### config.mk
export PLATFORM = sky130hd
export DESIGN_NAME = pulse_stretcher
export DESIGN_NICKNAME = d
export VERILOG_FILES = /design/src/rtl/pulse_stretcher.sv
export SDC_FILE = /design/constraint.sdc
export NUM_CORES = 1
export LEC_CHECK = 0
export CORE_UTILIZATION = 52
export CTS_CLUSTER_DIAMETER = 60
export CTS_CLUSTER_SIZE = 40
export DETAILED_ROUTE_END_ITERATION = 10
export PLACE_DENSITY = 0.73
export SYNTH_ARGS = -nofsm -noshare
export SYNTH_HDL_FRONTEND = slang
export SYNTH_SLANG_ARGS = --single-unit
### constraint.sdc
create_clock -name clk -period 5.7 [get_ports clk]
set_input_delay 1.14 -clock clk [delete_from_list [all_inputs] [get_ports clk]]
set_output_delay 1.14 -clock clk [all_outputs]
set_load 0.01 [all_outputs]
### src/rtl/pulse_stretcher.sv
// rtl/pulse_stretcher.sv - one-cycle event to programmable-length level pulse with forced low gap
//
// Purpose:
//   Stretches an accepted trigger strobe into a clean high pulse of len_eff
//   cycles. Every pulse is followed by MIN_GAP low cycles, so a downstream
//   edge detector sees exactly one rising edge per accepted event. One
//   further trigger may be parked in a pending slot while busy. A trigger
//   that finds the slot already full is discarded and recorded in the
//   sticky drop_flag.
//
// Parameters:
//   LEN_W     - width of len and of the internal down-counter
//   MIN_GAP   - low cycles forced after every pulse (1 .. 2**LEN_W-1)
//   RETRIGGER - 1: trigger while ACTIVE reloads the counter (extends pulse)
//               0: trigger while ACTIVE goes to the pending slot
//
// Ports:
//   clk       - rising-edge clock
//   rst       - asynchronous active-high reset
//   en        - trigger enable; trig is ignored (and never a drop) when low
//   trig      - event strobe, sampled every rising edge
//   len       - pulse length in cycles, sampled on accept; 0 acts as 1
//   clr_drop  - synchronous clear of drop_flag (loses to a same-edge drop)
//   pulse_out - registered stretched pulse
//   busy      - high while ACTIVE or GAP
//   done      - one-cycle strobe in the last GAP cycle of each pulse
//   drop_flag - sticky: an enabled trigger was discarded

module pulse_stretcher #(
    parameter int LEN_W     = 8,
    parameter int MIN_GAP   = 2,
    parameter bit RETRIGGER = 1'b0
) (
    input  logic             clk,
    input  logic             rst,
    input  logic             en,
    input  logic             trig,
    input  logic [LEN_W-1:0] len,
    input  logic             clr_drop,
    output logic             pulse_out,
    output logic             busy,
    output logic             done,
    output logic             drop_flag
);

    typedef enum logic [1:0] {
        S_IDLE   = 2'd0,
        S_ACTIVE = 2'd1,
        S_GAP    = 2'd2
    } state_t;

    localparam logic [LEN_W-1:0] ONE      = LEN_W'(1);
    localparam logic [LEN_W-1:0] GAP_LAST = LEN_W'(MIN_GAP - 1);

    state_t           state_q, state_d;
    logic [LEN_W-1:0] cnt_q, cnt_d;
    logic             pend_q, pend_d;
    logic [LEN_W-1:0] plen_q, plen_d;
    logic             pulse_q, pulse_d;
    logic             busy_q, busy_d;
    logic             done_q, done_d;
    logic             drop_q, drop_d;

    logic             accept;
    logic             drop;
    logic [LEN_W-1:0] len_eff;
    logic [LEN_W-1:0] len_m1;

    assign accept  = trig & en;
    assign len_eff = (len == '0) ? ONE : len;
    // Counter load value: the counter runs len_eff-1 .. 0, so a pulse of
    // 2**LEN_W-1 cycles still fits without wrapping.
    assign len_m1  = len_eff - ONE;

    always_comb begin
        state_d = state_q;
        cnt_d   = cnt_q;
        pend_d  = pend_q;
        plen_d  = plen_q;
        drop    = 1'b0;

        case (state_q)
            S_IDLE: begin
                if (accept) begin
                    state_d = S_ACTIVE;
                    cnt_d   = len_m1;
                end
            end

            S_ACTIVE: begin
                if (accept && RETRIGGER) begin
                    // Reload keeps pulse_out high: elapsed + new len_eff.
                    cnt_d = len_m1;
                end else begin
                    if (accept) begin
                        if (pend_q) begin
                            drop = 1'b1;
                        end else begin
                            pend_d = 1'b1;
                            plen_d = len_eff;
                        end
                    end
                    if (cnt_q == '0) begin
                        state_d = S_GAP;
                        cnt_d   = GAP_LAST;
                    end else begin
                        cnt_d = cnt_q - ONE;
                    end
                end
            end

            S_GAP: begin
                // A trigger on the exit edge with an empty slot is taken as
                // a fresh start below rather than parked.
                if (accept) begin
                    if (pend_q) begin
                        drop = 1'b1;
                    end else if (cnt_q != '0) begin
                        pend_d = 1'b1;
                        plen_d = len_eff;
                    end
                end
                if (cnt_q == '0) begin
                    if (pend_q) begin
                        state_d = S_ACTIVE;
                        cnt_d   = plen_q - ONE;
                        pend_d  = 1'b0;
                    end else if (accept) begin
                        state_d = S_ACTIVE;
                        cnt_d   = len_m1;
                    end else begin
                        state_d = S_IDLE;
                        cnt_d   = '0;
                    end
                end else begin
                    cnt_d = cnt_q - ONE;
                end
            end

            default: begin
                state_d = S_IDLE;
                cnt_d   = '0;
                pend_d  = 1'b0;
            end
        endcase

        // Outputs are registered copies of what the next state implies, so
        // they line up with the state they describe with no extra latency.
        pulse_d = (state_d == S_ACTIVE);
        busy_d  = (state_d != S_IDLE);
        done_d  = (state_d == S_GAP) && (cnt_d == '0);
        // A drop on the same edge as clr_drop wins.
        drop_d  = drop | (drop_q & ~clr_drop);
    end

    always_ff @(posedge clk or posedge rst) begin
        if (rst) begin
            state_q <= S_IDLE;
            cnt_q   <= '0;
            pend_q  <= 1'b0;
            plen_q  <= '0;
            pulse_q <= 1'b0;
            busy_q  <= 1'b0;
            done_q  <= 1'b0;
            drop_q  <= 1'b0;
        end else begin
            state_q <= state_d;
            cnt_q   <= cnt_d;
            pend_q  <= pend_d;
            plen_q  <= plen_d;
            pulse_q <= pulse_d;
            busy_q  <= busy_d;
            done_q  <= done_d;
            drop_q  <= drop_d;
        end
    end

    assign pulse_out = pulse_q;
    assign busy      = busy_q;
    assign done      = done_q;
    assign drop_flag = drop_q;

endmodule

==> results of run 1 <==
[placed cells by master (no fill, tap or decap), drive strengths merged, types with 3 or more instances in the layout]
master	synthesis	final
dfrtp	23	23
nand3	4	4
nor3	7	7
o31ai	3	3
xnor2	7	7
and3	3	3
a21oi	15	15
nand3b	3	3
and2	3	3
a211oi	6	6
mux2	5	5
nand2	13	13
or2	3	3
ha	7	7
nor2	20	20
nand4	3	3
nor4	6	6
a2111oi	3	3
clkbuf	8	4
clkdlybuf4s50	0	16
or4	5	5
o21ai	12	12
o41ai	3	3
inv	13	13
[synthesized netlist by cell type, types with 2 or more instances]
master / count
nor3_1: 7
o211ai_1: 2
or2_2: 3
nand2b_1: 2
a211o_2: 2
and2_1: 3
o31ai_1: 3
buf_6: 2
nor4_1: 5
nor3b_1: 2
ha_1: 7
o22ai_1: 2
and3_1: 3
nand4_1: 3
dfrtp_1: 23
or4_1: 4
mux2_2: 5
buf_4: 2
nand3b_1: 3
o41ai_2: 2
nor2_1: 20
a21oi_1: 15
inv_1: 13
o21ai_0: 12
nand3_1: 4
a211oi_1: 6
xnor2_1: 7
clkbuf_8: 4
nand2_1: 13
clkbuf_1: 4
[final timing paths]
check | from | endpoint | slack [ps] | cells after the start
min in group asynchronous | rst | cnt_q[4]$_DFF_PP0_ | 1310 | 2
min reg2reg | drop_flag$_DFF_PP0_ | drop_flag$_DFF_PP0_ | 560 | 2
max in group asynchronous | rst | pend_q$_DFFE_PP0P_ | 3830 | 2
max reg2reg | cnt_q[0]$_DFF_PP0_ | plen_q[5]$_DFFE_PP0P_ | 2790 | 7
min | drop_flag$_DFF_PP0_ | drop_flag$_DFF_PP0_ | 560 | 2
max | len[4] | done$_DFF_PP0_ | 1740 | 11
[cell families after synthesis]
family / count (synthesis) / share of synthesized area
flops: 23 / 0.303
simple gates: 80 / 0.241
xor+xnor: 8 / 0.0369
buf+inv: 25 / 0.0823
fa+ha+maj: 7 / 0.0461
compound gates: 61 / 0.256
mux: 6 / 0.0349
[state kept, by name (all words and copies together), names as in the netlist]
register and count:
state_q 2, drop_flag 1, cnt_q 8, done 1
pend_q 1, busy 1, plen_q 8, pulse_out 1
[area by class of cell]
type | instances | area [um^2] | share of cell area
Clock buffer | 4 | 26.3 | 0.0129
Inverter | 13 | 48.8 | 0.0239
Multi-Input combinational cell | 162 | 1170 | 0.572
Sequential cell | 23 | 576 | 0.282
Tap cell | 46 | 57.6 | 0.0282
Timing Repair Buffer | 17 | 168 | 0.0820
[power by group]
group	total, uW	internal, uW	switching (uW)
logic	553	246	307
registers	342	234	108
clock network	80.5	27.4	53.1
[routing by layer]
layer	wire length, um	up-vias	GRT usage
met5	0	-	0
met4	110	0	0.0872
met3	339	11	0.0328
met2	2360	77	0.451
met1	2200	864	0.381
li1	-	805	-
[worst min-delay path, stage by stage, from the launching register on]
cell and delay, ps:
dfrtp_1 400, inv_1 50, o21ai_0 80
[stage by stage]
stage          instances  worst slack, ps  total power [uW]  cell area (um^2)   util
6_report             265             1740               975              2040  0.599
5_1_grt              265             1600              1040              2040  0.599
4_1_cts              265             1770               963              2040  0.599
3_5_place_dp         261             1420               882              2020  0.591
3_3_place_gp         261             1560               866              2020  0.591
2_1_floorplan        210             2250               762              1900      -
==> out/qor.txt, run 1 <==
run status - complete, no violations
number of DRC markers in iteration 0 - 175
category of the most critical setup path - primary input to register
ordered cell list for the critical path - clkdlybuf4s50_1, or4_1, nor3_1, nor2_1, ha_1, or3b_1, or4_1, a21oi_1, o31ai_1, a41oi_4, nor4b_2
portion of synthesized cell area occupied by the leading cell type - 0.303
Mapped Cells - 210
first-pass iteration count of the detailed router - 4
Startpoint Class - primary input
Lkg Pwr - 0.000764 uW
maximum number of pins on one net before global-route repair - 24
source-to-sink clock delay at the later pin of the worst-skew pair - 320 ps
post-route fraction of the period consumed by the critical path - 0.695
EDFF count, synth - 0
total overflow reported by the global router - 0
GR Util All Layers - 0.276
Ports - 17
syn nets - 230
Final Routed Wirelength - 5020 um
placement row count - 21
final HPWL from detailed placement - 3780 um
kind of cell with the highest combined delay on the critical path - simple AND/OR/NAND/NOR gates
Seq/Total Area, Yosys - 0.303
clock transition at the registers of the reported paths - 140 ps
mean routed wirelength per cell - 18.9 um
post-synthesis cell type with the largest combined area - dfrtp_1
number of failing hold endpoints at the final stage - 0
peak per-stage delay on the critical path - 680 ps
total CTS buffers - 3
Slew headroom - 0.160
Detail Route Antenna Nets - 0
final setup fails - 0
placer congestion estimate - 0.962
critical path's slowest cell - or4_1
worst clock skew - 7.15 ps
global-route wire length before repair - 8540 um
hold-fix buffer count after cts - 0
number of distinct library cell variants in the gate-level netlist after synthesis - 57
max-capacitance violation count - 0
max frequency - 0.252 GHz
H-tree level count - 1
FILL cells - 313
total number of clock tree sinks - 23
YS warnings - 0
transition time at the pin with the least slew margin - 1250 ps
Final TNS setup - 0 ps
class of the tightest hold or removal check - register to register
starting utilization of the core area - 0.556
required time at the endpoint of the critical path - 5940 ps
number of global-route vias before repair - 1746
maximum ir drop on the vdd rail - 0.242 mV
initial antenna violation count - 0
sum of buffers and inverters on the critical path - 1
Cell Pwr Density - 477 mW/mm^2
area grow syn2layout - 7.57%
die outline area - 0.00390 mm^2
die height - 62.5 um
via count of the routed design - 1757
via density per instance - 6.63
asr flop ratio synth - 1.00
CP most frequent cell - or4_1
buffer type at the clock tree root - clkbuf_4
mean instance size in the synthesized netlist - 9.05 um^2
kind of capture point of the worst setup path - register
share of layout cells above drive strength 1 - 0.119
highest fanout seen on the critical path - 8
PostCTS Resize Cnt - 0
Die X - 62.5 um
antenna diode count - 0
largest cells by area after synthesis - dfrtp_1 (30%), ha_1 (4.6%), a21oi_1 (3.9%), nor2_1 (3.9%), xnor2_1 (3.2%)
clock tree from TritonCTS - built
Clock Tree Buf Depth - 2
most frequently used flop master after synthesis - dfrtp_1
crit path time final - 3960 ps
worst path arrival time - 4200 ps
post-CTS setup buffer count - 0
core area - 0.00342 mm^2
RSZ-0062 raised after global routing - no
area of the mapped netlist - 0.00190 mm^2
Hold Worst Slack - 558 ps
#FFs+latches synth - 23
Slew Viols, Final - 0
DRC violation count after routing - 0
Nets - 240
number of I/O port buffers - 16
Note: power is estimated with default switching activity, not from simulation.
==> run 2, diff against run 1 <==
- PLACE_DENSITY: 0.73 -> 0.76
- clock period: 5.7 -> 3.3 ns (I/O delays scaled with it)
==> run 2 against run 1 <==
Clock skew is 4.3 ps higher. Register-to-register slack got worse by 2100 ps. Worst setup slack worse by 1700 ps. Sequential power up 72%. Power rose by 75%.
==> out/qor.txt, run 2 (synthesis results as in run 1) <==
DRC violation count after routing - 0 (unchanged)
first-pass iteration count of the detailed router - 5 (+1)
logic depth of the worst register-to-register path - 8 (+1)
initial antenna violation count - 0 (unchanged)
Detail Route Antenna Nets - 0 (unchanged)
internal power summed over all cells - 909 uW (+79%)
GR Util All Layers - 0.273 (-0.00316)
post-route fraction of the period consumed by the critical path - 0.991
placement row count - 21 (unchanged)
required time at the endpoint of the critical path - 3530 ps (-2410 ps)
Ports - 17 (unchanged)
Startpoint Class - primary input
clock tree from TritonCTS - built
hold-fix buffer count after cts - 0 (unchanged)
switching power share of the total - 0.467 (-0.0123)
post-CTS setup buffer count - 0 (unchanged)
crit path time final - 3270 ps
number of failing hold endpoints at the final stage - 0 (unchanged)
core area - 0.00342 mm^2 (unchanged)
share of power burned in combinational logic - 0.577 (+0.010)
switching power total - 797 uW (+71%)
final setup fails - 0 (unchanged)
antenna diode count - 0 (unchanged)
maximum ir drop on the vdd rail - 0.379 mV (+56%)
flip-flop and latch area - 576 um^2 (unchanged)
via density per instance - 6.47 (-2.5%)
category of the most critical setup path - primary input to register
Final Routed Wirelength - 5030 um (+0.16%)
multi-input logic area - 0.00117 mm^2 (+0.21%)
buffer type at the clock tree root - clkbuf_4
commonest cells after routing, fill and taps aside - dfrtp_1 (23), nor2_1 (20), buf_4 (19)
mean routed wirelength per cell - 17.8 um (-6.2%)
Lkg Pwr - 0.000851 uW (+11%)
endpoint of the worst-slack reg-to-reg timing path - done$_DFF_PP0_
launching point of the worst reg2reg path - cnt_q[0]$_DFF_PP0_
number of global-route vias before repair - 1750 (+0.23%)
worst clock skew - 11.5 ps (+4.35 ps)
Worst setup startpoint - len[4]
run status - complete, no violations
via count of the routed design - 1830 (+4.2%)
clock transition at the registers of the reported paths - 130 ps (about the same)
maximum number of pins on one net before global-route repair - 24 (unchanged)
Hold Worst Slack - 554 ps (-3.48 ps)
die outline area - 0.00390 mm^2 (unchanged)
Clock Tree Buf Depth - 2 (unchanged)
class of the tightest hold or removal check - register to register
source-to-sink clock delay at the later pin of the worst-skew pair - 330 ps (about the same)
FILL cells - 311 (-0.64%)
total number of clock tree sinks - 23 (unchanged)
most common cell after layout, fill and taps aside - dfrtp_1
sequential share of power - 0.344 (-0.006)
Slew headroom - 0.401 (+0.240)
placer congestion estimate - 0.922 (-4.2%)
Final TNS setup - 0 ps (unchanged)
max frequency - 0.306 GHz
worst path arrival time - 3500 ps (-700 ps)
global routing's busiest layer - met2
Clock Power Share - 0.078 (-0.005)
H-tree level count - 1 (unchanged)
Cell Pwr Density - 782 mW/mm^2 (+64%)
number of I/O port buffers - 16 (unchanged)
share of layout cells above drive strength 1 - 0.190 (+0.0712)
Slew Viols, Final - 0 (unchanged)
global-route track usage on met3 - 0.0310 (-0.00182)
global-route wire length before repair - 8310 um (-2.7%)
kind of capture point of the worst setup path - register
highest fanout seen on the critical path - 4 (-4)
starting utilization of the core area - 0.556 (unchanged)
last element of the critical path - done$_DFF_PP0_
met1 Track Usage GR - 0.372 (-0.00861)
Die X - 62.5 um (unchanged)
final HPWL from detailed placement - 3760 um (-0.41%)
area grow syn2layout - 14.8%
total overflow reported by the global router - 0 (unchanged)
die height - 62.5 um (unchanged)
met2 Resource Use GR - 0.440 (-0.0109)
transition time at the pin with the least slew margin - 898 ps (-352 ps)
number of DRC markers in iteration 0 - 148 (-15%)
Nets - 258 (+7.5%)
total CTS buffers - 3 (unchanged)
max-capacitance violation count - 0 (unchanged)
biggest registers after layout - cnt_q (8), plen_q (8), state_q (2)
internal reg-to-reg setup slack - 700 ps (-2090 ps)
PostCTS Resize Cnt - 0 (unchanged)
-- run 2: cell count changes in the layout (fill, tap and decap cells not counted) --
cell / previous run / this run
or3b_4: 0 / 1
buf_4: 1 / 19
or3b_1: 1 / 0
-- run 2: layout make-up --
cell class / count / area share
well taps: 46 / 0.0264
clock buffers: 4 / 0.0120
flip-flops and latches: 23 / 0.264
repair buffers: 35 / 0.139
inverters: 13 / 0.0224
multi-input cells: 162 / 0.537
-- run 2: worst min-delay path by stage --
stage / to / slack (ps) / depth (start not counted) / startpoint
global route: drop_flag$_DFF_PP0_ / 590 / 2 / drop_flag$_DFF_PP0_
global placement: drop_flag$_DFF_PP0_ / 530 / 2 / drop_flag$_DFF_PP0_
finish: drop_flag$_DFF_PP0_ / 550 / 2 / drop_flag$_DFF_PP0_
detailed placement: drop_flag$_DFF_PP0_ / 540 / 2 / drop_flag$_DFF_PP0_
CTS: drop_flag$_DFF_PP0_ / 560 / 2 / drop_flag$_DFF_PP0_
floorplan: plen_q[7]$_DFFE_PP0P_ / 520 / 2 / plen_q[7]$_DFFE_PP0P_
-- run 2: stage by stage --
step                worst slack (ps)  cell area, um^2  total power, uW   util  std cells
CTS                              129             2180             1690  0.638        283
finish                          28.2             2180             1710  0.639        283
global placement                -106             2150             1530  0.630        279
floorplan                        328             1900             1320      -        210
global route                   -79.7             2180             1830  0.639        283
detailed placement              -213             2150             1550  0.630        279
-- run 2: critical path, cell delays in order --
cell,delay [ps]
clkdlybuf4s50_1,420
or4_1,550
nor3_1,190
nor2_1,90
ha_1,220
or3b_4,270
mux2i_1,200
o22ai_1,140
o41ai_2,360
nand4_1,150
nor4b_2,260
-- run 2: power groups by stage --
| stage | Sequential [uW] | Clock, uW | Combinational, uW |
|---|---|---|---|
| after floorplan | 510 | 0 | 806 |
| after global placement | 579 | 0 | 949 |
| after detailed placement | 588 | 0 | 965 |
| after CTS | 581 | 138 | 969 |
| after global routing | 609 | 149 | 1070 |
| final | 587 | 134 | 985 |
-- run 2: per-layer routing --
layer | vias up | share of wire
li1 | 841 | -
met1 | 870 | 0.43
met2 | 105 | 0.46
met3 | 14 | 0.081
met4 | 0 | 0.021
met5 | - | 0
==> run 3, diff against run 2 <==
- CORE_MARGIN: not set -> 5
- PLACE_DENSITY: 0.76 -> 0.73
- clock period: 3.3 -> 3.1 ns (I/O delays scaled with it)
==> run 3 against run 2 <==
Worst setup slack better by 96 ps. Clock skew down 11 ps. First-iteration DRC count up 8.8%. Clock-buffer cell count unchanged. Combinational power up 11%. Critical path type unchanged. Critical endpoint unchanged. Routed wire length down 0.97%. Utilization up 0.48 points. Clock power up 34%. Via count down 4.4%. Highest routed layer unchanged. Non-clock buffer count up 6.
==> out/qor.txt, run 3 (synthesis results as in run 1) <==
worst clock skew - 0.845 ps (-10.6 ps)
RSZ-0062 raised after global routing - no
DRC violation count after routing - 0 (unchanged)
share of layout cells above drive strength 1 - 0.251 (+0.0612)
Die X - 70.5 um (+13%)
biggest registers after layout - cnt_q (8), plen_q (8), state_q (2)
area grow syn2layout - 22.1%
Ports - 17 (unchanged)
clock tree from TritonCTS - built
global-route wire length before repair - 8400 um (+1.2%)
number of I/O port buffers - 16 (unchanged)
kind of capture point of the worst setup path - register
antenna diode count - 0 (unchanged)
Detail Route Antenna Nets - 0 (unchanged)
H-tree level count - 1 (unchanged)
max frequency - 0.336 GHz
maximum number of pins on one net before global-route repair - 24 (unchanged)
crit path time final - 2980 ps
worst path arrival time - 3120 ps (-380 ps)
Slew headroom - 0.453 (+0.0523)
GR Util All Layers - 0.211 (-0.0619)
transition time at the pin with the least slew margin - 820 ps (-78.3 ps)
via density per instance - 6.01 (-7.0%)
category of the most critical setup path - primary input to register
number of global-route vias before repair - 1769 (+1.1%)
number of DRC markers in iteration 0 - 161 (+8.8%)
Clock Tree Buf Depth - 2 (unchanged)
buffer type at the clock tree root - clkbuf_8
placer congestion estimate - 0.982 (+6.4%)
mean routed wirelength per cell - 17.1 um (-3.7%)
source-to-sink clock delay at the later pin of the worst-skew pair - 260 ps (-70 ps)
total CTS buffers - 3 (unchanged)
max-capacitance violation count - 0 (unchanged)
die height - 70.5 um (+13%)
required time at the endpoint of the critical path - 3240 ps (-290 ps)
post-route fraction of the period consumed by the critical path - 0.960
commonest cells after routing, fill and taps aside - buf_4 (25), dfrtp_1 (23), nor2_1 (19)
class of the tightest hold or removal check - register to register
placement row count - 22 (+4.8%)
first-pass iteration count of the detailed router - 4 (-1)
core area - 0.00361 mm^2 (+5.6%)
Startpoint Class - primary input
peak per-stage delay on the critical path - 480 ps (-70 ps)
highest fanout seen on the critical path - 4 (unchanged)
Final Routed Wirelength - 4980 um (-0.97%)
maximum ir drop on the vdd rail - 0.485 mV (+28%)
initial antenna violation count - 0 (unchanged)
number of failing hold endpoints at the final stage - 0 (unchanged)
final HPWL from detailed placement - 3920 um (+4.2%)
Slew Viols, Final - 0 (unchanged)
total number of clock tree sinks - 23 (unchanged)
final setup fails - 0 (unchanged)
critical path's slowest cell - clkdlybuf4s50_1
starting utilization of the core area - 0.527 (-0.0293)
die outline area - 0.00496 mm^2 (+27%)
most common cell after layout, fill and taps aside - buf_4
clock transition at the registers of the reported paths - 70 ps (-60 ps)
FILL cells - 314 (+0.96%)
total overflow reported by the global router - 0 (unchanged)
flip-flop and latch area - 576 um^2 (unchanged)
run status - complete, no violations
Nets - 264 (+2.3%)
Cell Pwr Density - 814 mW/mm^2 (+4.1%)
ordered cell list for the critical path - clkdlybuf4s50_1, or3_4, nor3_4, nor2_2, ha_2, or3b_4, or4_4, a21oi_1, o31ai_1, buf_4, a41oi_4, nor4b_2
multi-input logic area - 0.00124 mm^2 (+5.6%)
Lkg Pwr - 0.000949 uW (+12%)
via count of the routed design - 1750 (-4.4%)
Hold Worst Slack - 552 ps (-1.99 ps)
core occupancy in the finished layout - 0.644 (+0.00482)
## run 3: stage by stage
step	std cells	total power [uW]	setup WS (ps)	cell area (um^2)	setup TNS, ps
after floorplan	210	1400	168	1900	0
after detailed placement	285	1680	-371	2190	-490
after global routing	291	2040	7.87	2320	0
final	291	1890	125	2320	0
after CTS	291	1870	26.5	2260	0
after global placement	285	1670	-298	2190	-360
## run 3: power breakdown
group | switching, uW | leakage, uW | internal, uW | total (uW)
clock | 88.1 | 0.0000228 | 91.6 | 180
sequential | 192 | 0.000286 | 431 | 623
combinational | 574 | 0.000640 | 512 | 1090
total | 854 | 0.000949 | 1030 | 1890
## run 3: cell type report
cell class,instances,area share
Inverter,13,0.0210
Sequential cell,23,0.248
Timing Repair Buffer,41,0.153
Tap cell,48,0.0259
Clock buffer,4,0.0194
Multi-Input combinational cell,162,0.533
## run 3: metal layers
layer | part of all wire | vias up | global-route usage
met3 | 0.070 | 7 | 0.0460
met4 | 0.014 | 0 | 0.0574
met1 | 0.46 | 835 | 0.293
met5 | 0 | - | 0
met2 | 0.45 | 56 | 0.330
li1 | - | 852 | -
## run 3: worst max-delay path: cells and delay by family
| kind | cells | cell delay, ps |
|---|---|---|
| AOI/OAI and AO/OA | 3 | 460 |
| adders and majority gates | 1 | 180 |
| buffers and inverters | 2 | 630 |
| and+or+nand+nor | 6 | 1220 |
## run 3: path summary, 6_finish.rpt
kind | startpoint | endpoint | slack (ps) | depth (start not counted)
worst max-delay path | len[2] | done$_DFF_PP0_ | 120 | 12
worst min-delay path | drop_flag$_DFF_PP0_ | drop_flag$_DFF_PP0_ | 550 | 2
worst max register to register | cnt_q[0]$_DFF_PP0_ | done$_DFF_PP0_ | 510 | 8
worst min register to register | drop_flag$_DFF_PP0_ | drop_flag$_DFF_PP0_ | 550 | 2
max in group asynchronous | rst | cnt_q[6]$_DFF_PP0_ | 1780 | 2
min in group asynchronous | rst | plen_q[3]$_DFFE_PP0P_ | 810 | 2
## run 3: what timing repair did
item / in CTS / in global routing
gates cloned: 0 / 0
pin swaps: 10 / 7
resized for setup: 7 / 12
hold buffers: 0 / 0
setup endpoints to repair: 1 / 1
setup buffers: 2 / 0
